**src/rtl/ptp_pkg.sv**
```systemverilog
// Purpose : shared constants, FSM state type and frame layout for the PTP Sync GMII transmitter.
// Latency : n/a (types and constants only).
// Backpressure: n/a.
package ptp_pkg;

    localparam logic [15:0] PTP_ETHERTYPE = 16'h88F7;
    localparam logic [47:0] PTP_MCAST_DA  = 48'h011B19000000;
    localparam logic [3:0]  PTP_MSG_SYNC  = 4'h0;
    localparam logic [7:0]  PTP_VERSION   = 8'h02;
    localparam logic [15:0] PTP_SYNC_LEN  = 16'd44;

    // Normal (MSB-first) form of the IEEE 802.3 polynomial; the serialiser
    // runs the reflected form, derived from this with bit_rev32().
    localparam logic [31:0] CRC32_POLY    = 32'h04C11DB7;
    localparam logic [31:0] CRC32_INIT    = 32'hFFFFFFFF;
    // Remainder left after running data plus its own FCS (normal form).
    localparam logic [31:0] CRC32_RESIDUE = 32'hC704DD7B;

    localparam int PRE_BYTES  = 7;
    localparam int BODY_BYTES = 60;
    localparam int FCS_BYTES  = 4;

    typedef enum logic [2:0] {
        ST_IDLE,
        ST_PRE,
        ST_SFD,
        ST_BODY,
        ST_FCS,
        ST_IFG
    } tx_state_t;

    // The 60 bytes between SFD and FCS, first transmitted byte in the MSBs.
    typedef struct packed {
        logic [47:0] da;
        logic [47:0] sa;
        logic [15:0] ethertype;
        logic [3:0]  transport;
        logic [3:0]  msg_type;
        logic [7:0]  version;
        logic [15:0] msg_len;
        logic [7:0]  domain;
        logic [7:0]  rsvd0;
        logic [15:0] flags;
        logic [63:0] correction;
        logic [31:0] rsvd1;
        logic [63:0] clock_id;
        logic [15:0] port_num;
        logic [15:0] seq_id;
        logic [7:0]  control;
        logic [7:0]  log_interval;
        logic [47:0] ts_sec;
        logic [31:0] ts_ns;
        logic [15:0] pad;
    } sync_frame_t;

    // Same bits viewed as bytes; index 59 is the first byte on the wire.
    typedef logic [BODY_BYTES-1:0][7:0] frame_bytes_t;

    function automatic logic [31:0] bit_rev32(input logic [31:0] v);
        logic [31:0] r;
        for (int i = 0; i < 32; i++) begin
            r[i] = v[31-i];
        end
        return r;
    endfunction

endpackage

```
**src/rtl/crc32_d8.sv**
```systemverilog
// Purpose : combinational CRC-32 (IEEE 802.3, reflected) advance by one data byte.
// Latency : 0 cycles, purely combinational; the caller owns the CRC register.
// Backpressure: none; caller decides when to load the result.
//
// Ports: crc_cur  current CRC register (reflected, not inverted)
//        data     byte to fold in, bit 0 first as on the wire
//        crc_nxt  CRC register after the byte
module crc32_d8
    import ptp_pkg::*;
(
    input  logic [31:0] crc_cur,
    input  logic [7:0]  data,
    output logic [31:0] crc_nxt
);

    localparam logic [31:0] POLY_REFL = bit_rev32(CRC32_POLY);

    logic [31:0] c;

    always_comb begin
        c = crc_cur;
        for (int i = 0; i < 8; i++) begin
            if (c[0] ^ data[i]) begin
                c = (c >> 1) ^ POLY_REFL;
            end else begin
                c = c >> 1;
            end
        end
        crc_nxt = c;
    end

endmodule

```
**src/rtl/ptp_gmii_tx.sv**
```systemverilog
// Purpose : emits one-step PTPv2 Sync frames (L2, 0x88F7) on an 8-bit GMII transmit port.
// Latency : TX_EN rises 1 cycle after an accepted start; 72 frame cycles, then IFG_CYCLES idle.
// Backpressure: none; start is dropped while busy=1, there is no queue.
//
// Ports: clk/rst            GMII TX clock, async active-low reset
//        start/seq_id       one-cycle request, sequenceId sampled with it
//        rtc_time_in        {sec[47:0], ns[31:0]}, sampled during the SFD cycle
//        gmii_ctrl/data     TX_EN/TXD, registered
//        busy/done          frame in progress (incl. IFG) / pulse after last FCS byte
module ptp_gmii_tx
    import ptp_pkg::*;
#(
    parameter logic [47:0] SRC_MAC      = 48'h000A35000001,
    parameter logic [7:0]  DOMAIN       = 8'd0,
    parameter logic [7:0]  LOG_INTERVAL = 8'h00,
    parameter int          IFG_CYCLES   = 12     // must be >= 1
)(
    input  logic        clk,
    input  logic        rst,
    input  logic        start,
    input  logic [15:0] seq_id,
    input  logic [79:0] rtc_time_in,
    output logic        gmii_ctrl,
    output logic [7:0]  gmii_data,
    output logic        busy,
    output logic        done
);

    localparam logic [15:0] PRE_LAST  = 16'(PRE_BYTES - 1);
    localparam logic [15:0] BODY_LAST = 16'(BODY_BYTES - 1);
    localparam logic [15:0] FCS_LAST  = 16'(FCS_BYTES - 1);
    localparam logic [15:0] IFG_LAST  = 16'(IFG_CYCLES - 1);

    tx_state_t    state, state_nxt;
    logic [15:0]  cnt, cnt_nxt;
    logic [15:0]  seq_q;
    logic [79:0]  ts_q;
    logic [31:0]  crc_q, crc_upd, crc_d, crc_fin;

    logic         ctrl_d, busy_d, done_d;
    logic [7:0]   data_d;

    sync_frame_t  frame;
    frame_bytes_t frame_bytes;
    logic [5:0]   body_idx;

    // Frame contents; only seq_q and ts_q vary between frames.
    always_comb begin
        frame              = '0;
        frame.da           = PTP_MCAST_DA;
        frame.sa           = SRC_MAC;
        frame.ethertype    = PTP_ETHERTYPE;
        frame.transport    = 4'h0;
        frame.msg_type     = PTP_MSG_SYNC;
        frame.version      = PTP_VERSION;
        frame.msg_len      = PTP_SYNC_LEN;
        frame.domain       = DOMAIN;
        frame.clock_id     = {SRC_MAC[47:24], 16'hFFFE, SRC_MAC[23:0]};
        frame.port_num     = 16'h0001;
        frame.seq_id       = seq_q;
        frame.log_interval = LOG_INTERVAL;
        frame.ts_sec       = ts_q[79:32];
        frame.ts_ns        = ts_q[31:0];
    end

    assign frame_bytes = frame;

    // State register; outputs are registered from the next-state decode so
    // every GMII output comes straight off a flop.
    always_ff @(posedge clk or negedge rst) begin
        if (!rst) begin
            state     <= ST_IDLE;
            cnt       <= '0;
            seq_q     <= '0;
            ts_q      <= '0;
            crc_q     <= CRC32_INIT;
            gmii_ctrl <= 1'b0;
            gmii_data <= 8'h00;
            busy      <= 1'b0;
            done      <= 1'b0;
        end else begin
            state     <= state_nxt;
            cnt       <= cnt_nxt;
            crc_q     <= crc_d;
            gmii_ctrl <= ctrl_d;
            gmii_data <= data_d;
            busy      <= busy_d;
            done      <= done_d;
            if (state == ST_IDLE && start) begin
                seq_q <= seq_id;
            end
            // Timestamp is frozen on the SFD cycle so the value on the wire
            // matches the moment the frame's start delimiter went out.
            if (state == ST_SFD) begin
                ts_q <= rtc_time_in;
            end
        end
    end

    // Next-state decode.
    always_comb begin
        state_nxt = state;
        cnt_nxt   = cnt + 16'd1;
        unique case (state)
            ST_IDLE: begin
                cnt_nxt = '0;
                if (start) begin
                    state_nxt = ST_PRE;
                end
            end
            ST_PRE: begin
                if (cnt == PRE_LAST) begin
                    state_nxt = ST_SFD;
                    cnt_nxt   = '0;
                end
            end
            ST_SFD: begin
                state_nxt = ST_BODY;
                cnt_nxt   = '0;
            end
            ST_BODY: begin
                if (cnt == BODY_LAST) begin
                    state_nxt = ST_FCS;
                    cnt_nxt   = '0;
                end
            end
            ST_FCS: begin
                if (cnt == FCS_LAST) begin
                    state_nxt = ST_IFG;
                    cnt_nxt   = '0;
                end
            end
            ST_IFG: begin
                if (cnt == IFG_LAST) begin
                    state_nxt = ST_IDLE;
                    cnt_nxt   = '0;
                end
            end
            default: begin
                state_nxt = ST_IDLE;
                cnt_nxt   = '0;
            end
        endcase
    end

    // Output decode: values for the cycle after this edge.
    assign body_idx = 6'(BODY_LAST) - cnt_nxt[5:0];
    assign crc_fin  = ~crc_q;

    // The CRC absorbs the very byte being loaded into gmii_data, so after
    // the last body byte is loaded crc_q already covers the whole frame.
    crc32_d8 u_crc (
        .crc_cur (crc_q),
        .data    (data_d),
        .crc_nxt (crc_upd)
    );

    always_comb begin
        ctrl_d = 1'b0;
        data_d = 8'h00;
        busy_d = (state_nxt != ST_IDLE);
        done_d = (state == ST_FCS) && (state_nxt == ST_IFG);
        crc_d  = CRC32_INIT;
        unique case (state_nxt)
            ST_PRE: begin
                ctrl_d = 1'b1;
                data_d = 8'h55;
            end
            ST_SFD: begin
                ctrl_d = 1'b1;
                data_d = 8'hD5;
            end
            ST_BODY: begin
                ctrl_d = 1'b1;
                data_d = frame_bytes[body_idx];
                crc_d  = crc_upd;
            end
            ST_FCS: begin
                // Least significant CRC byte goes first (802.3 bit order).
                ctrl_d = 1'b1;
                data_d = crc_fin[{cnt_nxt[1:0], 3'b000} +: 8];
                crc_d  = crc_q;
            end
            default: begin
                ctrl_d = 1'b0;
                data_d = 8'h00;
            end
        endcase
    end

endmodule

```
**config.mk**
```make
export PLATFORM = sky130hd
export DESIGN_NAME = ptp_gmii_tx
export DESIGN_NICKNAME = d
export VERILOG_FILES = /design/src/rtl/ptp_pkg.sv /design/src/rtl/crc32_d8.sv /design/src/rtl/ptp_gmii_tx.sv
export SDC_FILE = /design/constraint.sdc
export NUM_CORES = 1
export LEC_CHECK = 0
export CAP_MARGIN = 20
export CORE_MARGIN = 3
export CORE_UTILIZATION = 47
export CTS_CLUSTER_SIZE = 20
export DETAILED_ROUTE_END_ITERATION = 12
export GPL_ROUTABILITY_DRIVEN = 0
export PLACE_DENSITY = 0.77
export SYNTH_ARGS = -nofsm -noshare
export SYNTH_HDL_FRONTEND = slang
export SYNTH_SLANG_ARGS = --single-unit
```
**constraint.sdc**
```tcl
create_clock -name clk -period 5.45 [get_ports clk]
set_input_delay 0.545 -clock clk [delete_from_list [all_inputs] [get_ports clk]]
set_output_delay 0.545 -clock clk [all_outputs]
set_load 0.05 [all_outputs]
```
==> reports/qor.txt, run 1 <==
Post-synthesis simple-gate area fraction - 0.136
Leak - 4.57 nW
Worst r2r src - cnt[0]$_DFF_PN0_
Register area share after synthesis - 0.441
CTS tree - yes
Detail Route Antenna Nets - 0
Critical path depth - 16
Pre-CTS setup slack - 231 ps
Largest net degree at the start of global routing - 83
Final worst setup slack - 155 ps
CTS buffer count - 17
H-tree Lvls - 4
Min cycle time layout - 5300 ps
Die height - 145 um
Rows - 50
Sw Ratio - 0.236
CTS Buffer Depth - 2
# diodes - 0
Int Pwr - 1.99 mW
Avg Cell Area, Syn - 10.5 um^2
RSZ-0062 raised after global routing - false
Worst Setup Path Type - flip-flop to flip-flop
Max transition margin - 0.305
Clk pin slew, worst setup/hold paths - 70 ps
Cell taking the most area after synthesis - dfrtp_1
Hpwl dp - 18200 um
DR pass1 iterations - 5
Synthesized cell area - 9060 um^2
Initial Util - 0.481
Worst path arrival time - 5660 ps
Final Hold Viols - 0
Sink Count - 158
Layout Nets - 1069
Setup violators final - 0
Post-synthesis mux area share - 0.133
DR DRC count - 0
Initial antenna violation count - 0
Cells after Synth - 863
Main combinational cell family by area after synthesis - compound AO/OA/AOI/OAI gates
Compound-Gate Fraction of Synth Area - 0.143
Final setup TNS - 0 ps
EDFF count, synth - 0
Total grt overflow - 0
Post-CTS setup buffers - 0
Status - completed
Max-cap violation count - 0
Largest cells by area after synthesis - dfrtp_1, mux2_2, dfstp_2
Die ar. - 21000 um^2
Layout cells sized above 1 - 0.237
Routed vias - 7403
DR vias/cell - 5.99
Initial drt markers - 586
Combinational power share - 0.053
Post-Synth XOR/XNOR Area - 0.105
Number of global-route vias before repair - 7391
Worst path slowest cell - a2111oi_0
Part of the power in the clock network - 0.478
Synth unique cells - 92
CP max stage delay - 560 ps
Most frequent cell after synthesis - dfrtp_1
Total track usage - 0.254
R2R cell count - 16
Clock skew - 12.8 ps
Ys flop type - dfrtp_1
Buf/Inv on CP - 2
WL/cell - 20.6 um
Critical path's top delay family - compound AO/OA/AOI/OAI gates
Post-synth top cells - dfrtp_1, mux2_2, nor2_1, nand2_1, a21oi_1
Max-slew violations - 0
Area grow syn2layout - 23.2%
FMAX - 0.189 GHz
Post-synthesis adder-cell area fraction - 0.00966
Worst-skew pair later-pin latency - 440 ps
Yosys reg bits - 158
WL final - 25500 um
Switching power - 0.616 mW
Worst hold-check path type - input pin to async pin
IO buf count - 109
Root Buffer - clkbuf_16
Crit path launch type - flip-flop
Core Box Area - 18800 um^2
Synth top area share - 0.348
Syn_nets - 969
Critical path cell sequence - inv_1 -> ha_1 -> or4bb_1 -> a2111oi_4 -> o221a_2 -> nor2_1 -> ha_1 -> inv_1 -> a221oi_1 -> a211o_1 -> a2111oi_0 -> a2111o_1 -> xor2_4 -> xor3_1 -> xnor2_1 -> o22a_1
Worst setup path start - cnt[0]$_DFF_PN0_
Seq pwr share - 0.468
Ys async rst share - 1.00
Crit path required time - 5820 ps
Slew @ Worst Pin - 1040 ps
PwrDens - 234 nW/um^2
CP Capture Type - flip-flop
Final period util - 0.972
Synth Warn # - 0
Chip width - 145 um
Global-route wire length before repair - 40700 um
# IOs - 110
CP max FO - 13
Hold buffers post-CTS - 0
Peak supply drop - 0.249 mV
[cell type report]
| cell class | count | area [um^2] |
|---|---|---|
| Fill cell | 1542 | 7660 |
| Multi-Input combinational cell | 633 | 4850 |
| Timing Repair Buffer | 138 | 1320 |
| Clock buffer | 17 | 425 |
| Tap cell | 260 | 325 |
| Sequential cell | 158 | 3990 |
| Inverter | 15 | 56.3 |
| Clock inverter | 15 | 193 |
[layer usage]
metal  routed length, um  part of all wire  track usage
met3                1820             0.071       0.0651
met1               10700              0.42        0.345
met2               12100              0.47        0.393
met5                   0                 0            0
met4                 915             0.036       0.0972
[cells in the final DEF, fill, tap and decap left out, types with 8 or more instances in the layout]
cell             netlist  layout
a211oi_1              10      10
a21oi_1               51      50
and3_1                10      10
buf_4                  0      28
clkbuf_16              0      17
clkdlybuf4s50_1        0     108
dfrtp_1              126     126
dfstp_2               32      32
inv_1                 14      14
mux2_2                96      96
mux2i_1                8       8
nand2_1               68      68
nand3_1               36      36
nand4_1               11      11
nor2_1                73      72
nor3_1                16      16
o21ai_0               21      21
xnor2_1               44      43
xor2_1                25      24
[logic make-up after synthesis]
group / count (synthesis)
AOI/OAI and AO/OA: 178
xor gates and xnor gates: 86
adders and majority gates: 7
buffers and inverters: 72
DFF: 158
muxes: 106
and+or+nand+nor: 256
[worst reg2reg max path, stage by stage (launching register included)]
cell	delay, ps
dfrtp_1	490
inv_1	100
ha_1	160
or4bb_1	460
a2111oi_4	450
o221a_2	320
nor2_1	80
ha_1	380
inv_1	330
a221oi_1	150
a211o_1	290
a2111oi_0	560
a2111o_1	290
xor2_4	290
xor3_1	510
xnor2_1	160
o22a_1	190
[repair_timing]
item                                   4_1_cts  5_1_grt
gates resized for setup                      0        2
endpoints found under the hold margin        0        0
setup endpoints to repair                    0        4
[power by group through the flow]
stage | sequential (mW) | combinational (mW) | clock [mW]
3_3_place_gp | 1.24 | 0.138 | 0
3_5_place_dp | 1.24 | 0.140 | 0
6_report | 1.22 | 0.139 | 1.25
2_1_floorplan | 1.24 | 0.0338 | 0
5_1_grt | 1.22 | 0.151 | 1.32
4_1_cts | 1.22 | 0.141 | 1.26
[per-stage QoR]
step	utilization	total power [mW]	hold WS, ps	instances	instance area [um^2]
6_report	0.593	2.61	17.9	1236	11200
5_1_grt	0.593	2.69	22.0	1236	11200
4_1_cts	0.592	2.62	23.8	1236	11100
3_5_place_dp	0.559	1.38	483	1204	10500
3_3_place_gp	0.559	1.38	483	1204	10500
2_1_floorplan	-	1.27	249	863	9090
[sequential cells by signal, summed over array words and instances, names as in the netlist]
name	count
ts_q	80
done	1
crc_q	32
gmii_ctrl	1
busy	1
state	3
gmii_data	8
seq_q	16
cnt	16
[worst paths after layout]
check / slack (ps) / endpoint
worst max-delay path: 150 / crc_q[24]$_DFFE_PN1N_
worst min-delay path: 20 / cnt[8]$_DFF_PN0_
worst max register to register: 150 / crc_q[24]$_DFFE_PN1N_
worst min register to register: 510 / seq_q[9]$_DFFE_PN0P_
max in group asynchronous: 4240 / ts_q[42]$_DFFE_PN0P_
min in group clk: 510 / seq_q[9]$_DFFE_PN0P_
(Power assumes the default switching activity.)
==> run 2: changes to the inputs <==
SETUP_SLACK_MARGIN = 0.02   (was unset)
==> run 2 against run 1 <==
Effect of this change:
- first-iteration DRC count grew 0.85%
- via count shrank 0.77%
- critical path depth rose by 1
- largest power group unchanged
- register-to-register slack improved by 90 ps
- hold slack hardly changed
- sequential power barely moved
- critical path type unchanged
- final cell count unchanged
==> reports/qor.txt, run 2 (synthesized netlist as in run 1, its figures left out) <==
Layout Nets - 1069 (unchanged)
Hpwl dp - 18200 um (unchanged)
R2R cell count - 17 (was 16)
Min cycle time layout - 5210 ps (was 5300 ps)
Sink Count - 158 (unchanged)
Worst path arrival time - 5570 ps (was 5660 ps)
Slew @ Worst Pin - 1030 ps (was 1040 ps)
Sw Ratio - 0.236 (about the same)
# fillers - 1541 (was 1542)
Final setup TNS - 0 ps (unchanged)
IO buf count - 109 (unchanged)
CTS Buffer Depth - 2 (unchanged)
Finished Cell Area - 11200 um^2 (about the same)
Part of the power in the clock network - 0.478 (about the same)
Final Hold Viols - 0 (unchanged)
Global-route wire length before repair - 40700 um (unchanged)
Worst-skew pair later-pin latency - 440 ps (about the same)
Leak - 4.57 nW (about the same)
CTS buffer count - 17 (unchanged)
Layout cells sized above 1 - 0.237 (unchanged)
Crit path required time - 5820 ps (about the same)
WL/cell - 20.6 um (about the same)
Critical path cell sequence - inv_1 -> ha_1 -> or4bb_1 -> a2111oi_4 -> o221a_2 -> nor2_1 -> ha_1 -> inv_1 -> or4_1 -> nand3_1 -> nand2_1 -> o22ai_1 -> a211oi_2 -> xnor2_2 -> xor3_1 -> xnor2_1 -> o22a_1 (was inv_1 -> ha_1 -> or4bb_1 -> a2111oi_4 -> o221a_2 -> nor2_1 -> ha_1 -> inv_1 -> a221oi_1 -> a211o_1 -> a2111oi_0 -> a2111o_1 -> xor2_4 -> xor3_1 -> xnor2_1 -> o22a_1)
CP Capture Type - flip-flop (unchanged)
Switching power - 0.615 mW (was 0.616 mW)
Initial antenna violation count - 0 (unchanged)
Total grt overflow - 0 (unchanged)
DP Area - 10500 um^2 (unchanged)
# IOs - 110 (unchanged)
Largest net degree at the start of global routing - 83 (unchanged)
Sequential cell area - 3990 um^2 (unchanged)
WL final - 25400 um (was 25500 um)
Initial drt markers - 591 (was 586)
Reg-to-Reg End - crc_q[24]$_DFFE_PN1N_ (unchanged)
DR vias/cell - 5.94 (was 5.99)
Clk pin slew, worst setup/hold paths - 70 ps (about the same)
Status - completed (unchanged)
Clock skew - 13.3 ps (was 12.8 ps)
CP max FO - 13 (unchanged)
Core Box Area - 18800 um^2 (unchanged)
Worst r2r src - cnt[0]$_DFF_PN0_ (unchanged)
Detail Route Antenna Nets - 0 (unchanged)
DR DRC count - 0 (unchanged)
Die height - 145 um (unchanged)
PwrDens - 233 nW/um^2 (was 234 nW/um^2)
H-tree Lvls - 4 (unchanged)
Peak supply drop - 0.249 mV (about the same)
Commonest non-fill, non-tap cells in the layout - dfrtp_1, clkdlybuf4s50_1, mux2_2 (unchanged)
Top reg by flops - ts_q (unchanged)
Int Pwr - 1.99 mW (about the same)
# diodes - 0 (unchanged)
Max-slew violations - 0 (unchanged)
DR pass1 iterations - 5 (unchanged)
Worst hold-check path type - input pin to async pin (unchanged)
Routed vias - 7346 (was 7403)
Setup violators final - 0 (unchanged)
Combinational power share - 0.053 (about the same)
Seq pwr share - 0.468 (about the same)
Die ar. - 21000 um^2 (unchanged)
Number of global-route vias before repair - 7391 (unchanged)
Final period util - 0.956 (was 0.972)
Max-cap violation count - 0 (unchanged)
FMAX - 0.192 GHz (was 0.189 GHz)
Rows - 50 (unchanged)
Worst Setup Path Type - flip-flop to flip-flop (unchanged)
CP max stage delay - 630 ps (was 560 ps)
Largest regs - ts_q x80, crc_q x32 (unchanged)
Total track usage - 0.254 (unchanged)
Max reg flops - 80 (unchanged)
Area grow syn2layout - 23.3% (was 23.2%)
Root Buffer - clkbuf_16 (unchanged)
Post-CTS setup buffers - 0 (unchanged)
Initial Util - 0.481 (unchanged)
Multi-input logic area - 4850 um^2 (about the same)
Worst path slowest cell - or4_1 (was a2111oi_0)
RSZ-0062 raised after global routing - false (unchanged)
Crit path launch type - flip-flop (unchanged)
Register-to-register setup slack - 240 ps (was 150 ps)
Max transition margin - 0.311 (was 0.305)
CTS tree - yes (unchanged)
Commonest non-fill, non-tap cell in the layout - dfrtp_1 (unchanged)
Chip width - 145 um (unchanged)
run 2: cell counts in the layout (fill, tap and decap cells not counted):
No cell type changed its count.
run 2: critical path: cells and delay by family (launching register included):
kind	cells	cell delay, ps
flip-flops	1	490
AO/OA/AOI/OAI	5	1430
adder cells (fa/ha/maj)	2	550
buffers and inverters	2	330
XOR/XNOR	3	960
AND/OR/NAND/NOR	5	1370
run 2: stage by stage:
step,utilization,worst slack (ps),hold slack [ps],total power [mW],cells
detailed placement,0.559,231,483,1.38,1204
global placement,0.559,451,483,1.38,1204
CTS,0.592,202,23.8,2.62,1236
floorplan,-,4.47,249,1.27,863
global route,0.593,50.7,22.0,2.69,1236
finish,0.593,242,18.2,2.61,1236
run 2: power by group through the flow:
stage                     registers [mW]  clock network, mW  logic [mW]
after CTS                           1.22               1.26       0.141
after global placement              1.24                  0       0.138
final                               1.22               1.25       0.139
after global routing                1.22               1.32       0.151
after detailed placement            1.24                  0       0.140
after floorplan                     1.24                  0      0.0338
run 2: how the worst max path moves through the flow:
stage	start	to
floorplan	cnt[0]$_DFF_PN0_	crc_q[24]$_DFFE_PN1N_
detailed placement	cnt[0]$_DFF_PN0_	crc_q[24]$_DFFE_PN1N_
CTS	cnt[0]$_DFF_PN0_	crc_q[24]$_DFFE_PN1N_
finish	cnt[0]$_DFF_PN0_	crc_q[24]$_DFFE_PN1N_
global placement	cnt[0]$_DFF_PN0_	crc_q[24]$_DFFE_PN1N_
global route	cnt[0]$_DFF_PN0_	crc_q[24]$_DFFE_PN1N_
run 2: cell type report:
class,count,area share
clock buffer,17,0.0381
clock inverter,15,0.0173
inverter,15,0.00504
multi-input combinational,633,0.435
sequential,158,0.358
tap,260,0.0291
timing repair buffer,138,0.118
run 2: metal layers:
metal  up-vias  share of wire  track usage
met1      3638           0.42        0.345
met4         0          0.031       0.0972
met2       327           0.47        0.393
met5         -              0            0
met3        59          0.075       0.0651
li1       3322              -            -
run 2: timing repair:
| item | in CTS | in global routing |
|---|---|---|
| hold buffers | 0 | 0 |
| setup endpoints to repair | 0 | 6 |
| gates resized for setup | 0 | 3 |
==> run 3: changes to the inputs <==
ABC_CLOCK_PERIOD_IN_PS = 5450   (was unset)
CORE_ASPECT_RATIO = 1.25   (was unset)
PLACE_DENSITY = unset   (was 0.77)
PLACE_DENSITY_LB_ADDON = 0.08   (was unset)
==> run 3 against run 2 <==
Effect of this change:
- largest power group is now registers
- clock-buffer cell count rose by 1
- sequential share of layout area fell by 0.16 points
- via count fell by 0.53%
- clock skew fell by 4.6 ps
- fmax rose by 0.37%
- critical path depth did not move
==> reports/qor.txt, run 3 (synthesized netlist as in run 1, its figures left out) <==
DR pass1 iterations - 6 (was 5)
WL/cell - 21.3 um (was 20.6 um)
Max reg flops - 80 (unchanged)
Slew @ Worst Pin - 972 ps (was 1030 ps)
Worst hold-check path type - input pin to async pin (unchanged)
Worst hold margin - 225 ps (was 18.2 ps)
RSZ-0062 raised after global routing - false (unchanged)
Die height - 161 um (was 145 um)
Worst path arrival time - 5540 ps (was 5570 ps)
Total track usage - 0.252 (was 0.254)
IO buf count - 109 (unchanged)
CTS tree - yes (unchanged)
Final period util - 0.952 (was 0.956)
Layout Nets - 1081 (was 1069)
CTS buffer count - 17 (unchanged)
CP max stage delay - 510 ps (was 630 ps)
Max-cap violation count - 0 (unchanged)
Top reg by flops - ts_q (unchanged)
Worst path slowest cell - xor3_1 (was or4_1)
Part of the power in the clock network - 0.462 (was 0.478)
Sequential cell area - 3990 um^2 (unchanged)
Detail Route Antenna Nets - 0 (unchanged)
CP max FO - 10 (was 13)
Switching power - 0.621 mW (was 0.615 mW)
Hpwl dp - 18700 um (was 18200 um)
Max-slew violations - 0 (unchanged)
Max transition margin - 0.352 (was 0.311)
Total grt overflow - 0 (unchanged)
Clock skew - 8.71 ps (was 13.3 ps)
Rows - 56 (was 50)
Initial antenna violation count - 0 (unchanged)
Combinational power share - 0.054 (was 0.053)
Initial drt markers - 792 (was 591)
Layout cells sized above 1 - 0.250 (was 0.237)
Multi-input logic area - 4870 um^2 (was 4850 um^2)
Most repeated library cell on the critical path - buf_4
Root Buffer - clkbuf_16 (unchanged)
Int Pwr - 1.90 mW (was 1.99 mW)
Final setup TNS - 0 ps (unchanged)
Clk pin slew, worst setup/hold paths - 70 ps (about the same)
# IOs - 110 (unchanged)
Commonest non-fill, non-tap cells in the layout - dfrtp_1, clkdlybuf4s50_1, mux2_2 (unchanged)
Min cycle time layout - 5190 ps (was 5210 ps)
WL final - 26000 um (was 25400 um)
Global-route wire length before repair - 41100 um (was 40700 um)
Leak - 4.62 nW (was 4.57 nW)
Commonest non-fill, non-tap cell in the layout - dfrtp_1 (unchanged)
Setup violators final - 0 (unchanged)
Seq pwr share - 0.484 (was 0.468)
Number of global-route vias before repair - 7653 (was 7391)
Die ar. - 21000 um^2 (about the same)
DR DRC count - 0 (unchanged)
H-tree Lvls - 4 (unchanged)
Status - completed (unchanged)
Final Hold Viols - 0 (unchanged)
Area grow syn2layout - 23.8% (was 23.3%)
Sink Count - 158 (unchanged)
Initial Util - 0.481 (about the same)
Worst Setup Path Type - flip-flop to flip-flop (unchanged)
FMAX - 0.193 GHz (was 0.192 GHz)
Largest regs - ts_q x80, crc_q x32 (unchanged)
Worst-skew pair later-pin latency - 430 ps (was 440 ps)
# diodes - 0 (unchanged)
Crit path required time - 5810 ps (was 5820 ps)
CP Capture Type - flip-flop (unchanged)
Chip width - 130 um (was 145 um)
Sw Ratio - 0.246 (was 0.236)
Critical path cell sequence - inv_1 -> ha_1 -> or4bb_1 -> a2111oi_4 -> o221a_2 -> nor2_1 -> ha_2 -> clkinvlp_4 -> buf_4 -> a21oi_1 -> a2111oi_2 -> buf_4 -> a2111o_1 -> xor2_4 -> xor3_1 -> xnor2_1 -> o22a_1 (was inv_1 -> ha_1 -> or4bb_1 -> a2111oi_4 -> o221a_2 -> nor2_1 -> ha_1 -> inv_1 -> or4_1 -> nand3_1 -> nand2_1 -> o22ai_1 -> a211oi_2 -> xnor2_2 -> xor3_1 -> xnor2_1 -> o22a_1)
# fillers - 1615 (was 1541)
Largest net degree at the start of global routing - 107 (was 83)
Crit path launch type - flip-flop (unchanged)
Layout Utilization - 0.595 (was 0.593)
Peak supply drop - 0.201 mV (was 0.249 mV)
CTS Buffer Depth - 2 (unchanged)
Routed vias - 7307 (was 7346)
PwrDens - 225 nW/um^2 (was 233 nW/um^2)
DR vias/cell - 5.99 (was 5.94)
Core Box Area - 18800 um^2 (about the same)
run 3: worst paths after layout:
kind / start / endpoint / slack, ps / cells after the start
setup / recovery: cnt[0]$_DFF_PN0_ / crc_q[24]$_DFFE_PN1N_ / 260 / 17
hold / removal: rst / cnt[12]$_DFF_PN0_ / 220 / 1
setup reg to reg: cnt[0]$_DFF_PN0_ / crc_q[24]$_DFFE_PN1N_ / 260 / 17
hold reg to reg: ts_q[3]$_DFFE_PN0P_ / ts_q[3]$_DFFE_PN0P_ / 510 / 1
max in group asynchronous: rst / seq_q[1]$_DFFE_PN0P_ / 3980 / 2
min in group clk: ts_q[3]$_DFFE_PN0P_ / ts_q[3]$_DFFE_PN0P_ / 510 / 1
run 3: cell type report:
type	count	area share
clock buffer	18	0.0383
sequential	158	0.356
timing repair buffer	150	0.127
inverter	15	0.00535
tap	232	0.0259
clock inverter	14	0.0135
multi-input combinational	633	0.434
run 3: critical path: cells and delay by family, from the launching register on:
family	cells	cell delay, ps
flip-flops	1	500
adder cells (fa/ha/maj)	2	580
buffers and inverters	4	670
AO/OA/AOI/OAI	6	1840
AND/OR/NAND/NOR	2	550
XOR/XNOR	3	990
run 3: power by group through the flow:
stage	Combinational [mW]	Sequential, mW	Clock (mW)
floorplan	0.0338	1.24	0
global placement	0.136	1.24	0
detailed placement	0.139	1.24	0
CTS	0.139	1.22	1.18
global route	0.148	1.22	1.23
finish	0.136	1.22	1.17
run 3: metal layers:
metal  up-vias  track usage  wire [um]
met5         -            0          0
met4         0        0.102       1040
met3        60       0.0450       1340
met2       280        0.412      12700
met1      3633        0.330      10900
li1       3334            -          -
run 3: stage by stage:
step                setup WS [ps]  std cells  instance area [um^2]  total power, mW
floorplan                    4.47        863                  9090             1.27
global placement              323       1183                 10500             1.38
detailed placement            119       1183                 10500             1.38
CTS                           105       1215                 11100             2.54
global route                 52.5       1220                 11200             2.61
finish                        261       1220                 11200             2.52
run 3: repair_timing:
item,CTS,global route
hold buffers,0,0
hold endpoints to repair,0,0
buffers inserted,0,4
gates resized for setup,0,8
endpoints found under the setup margin,0,11
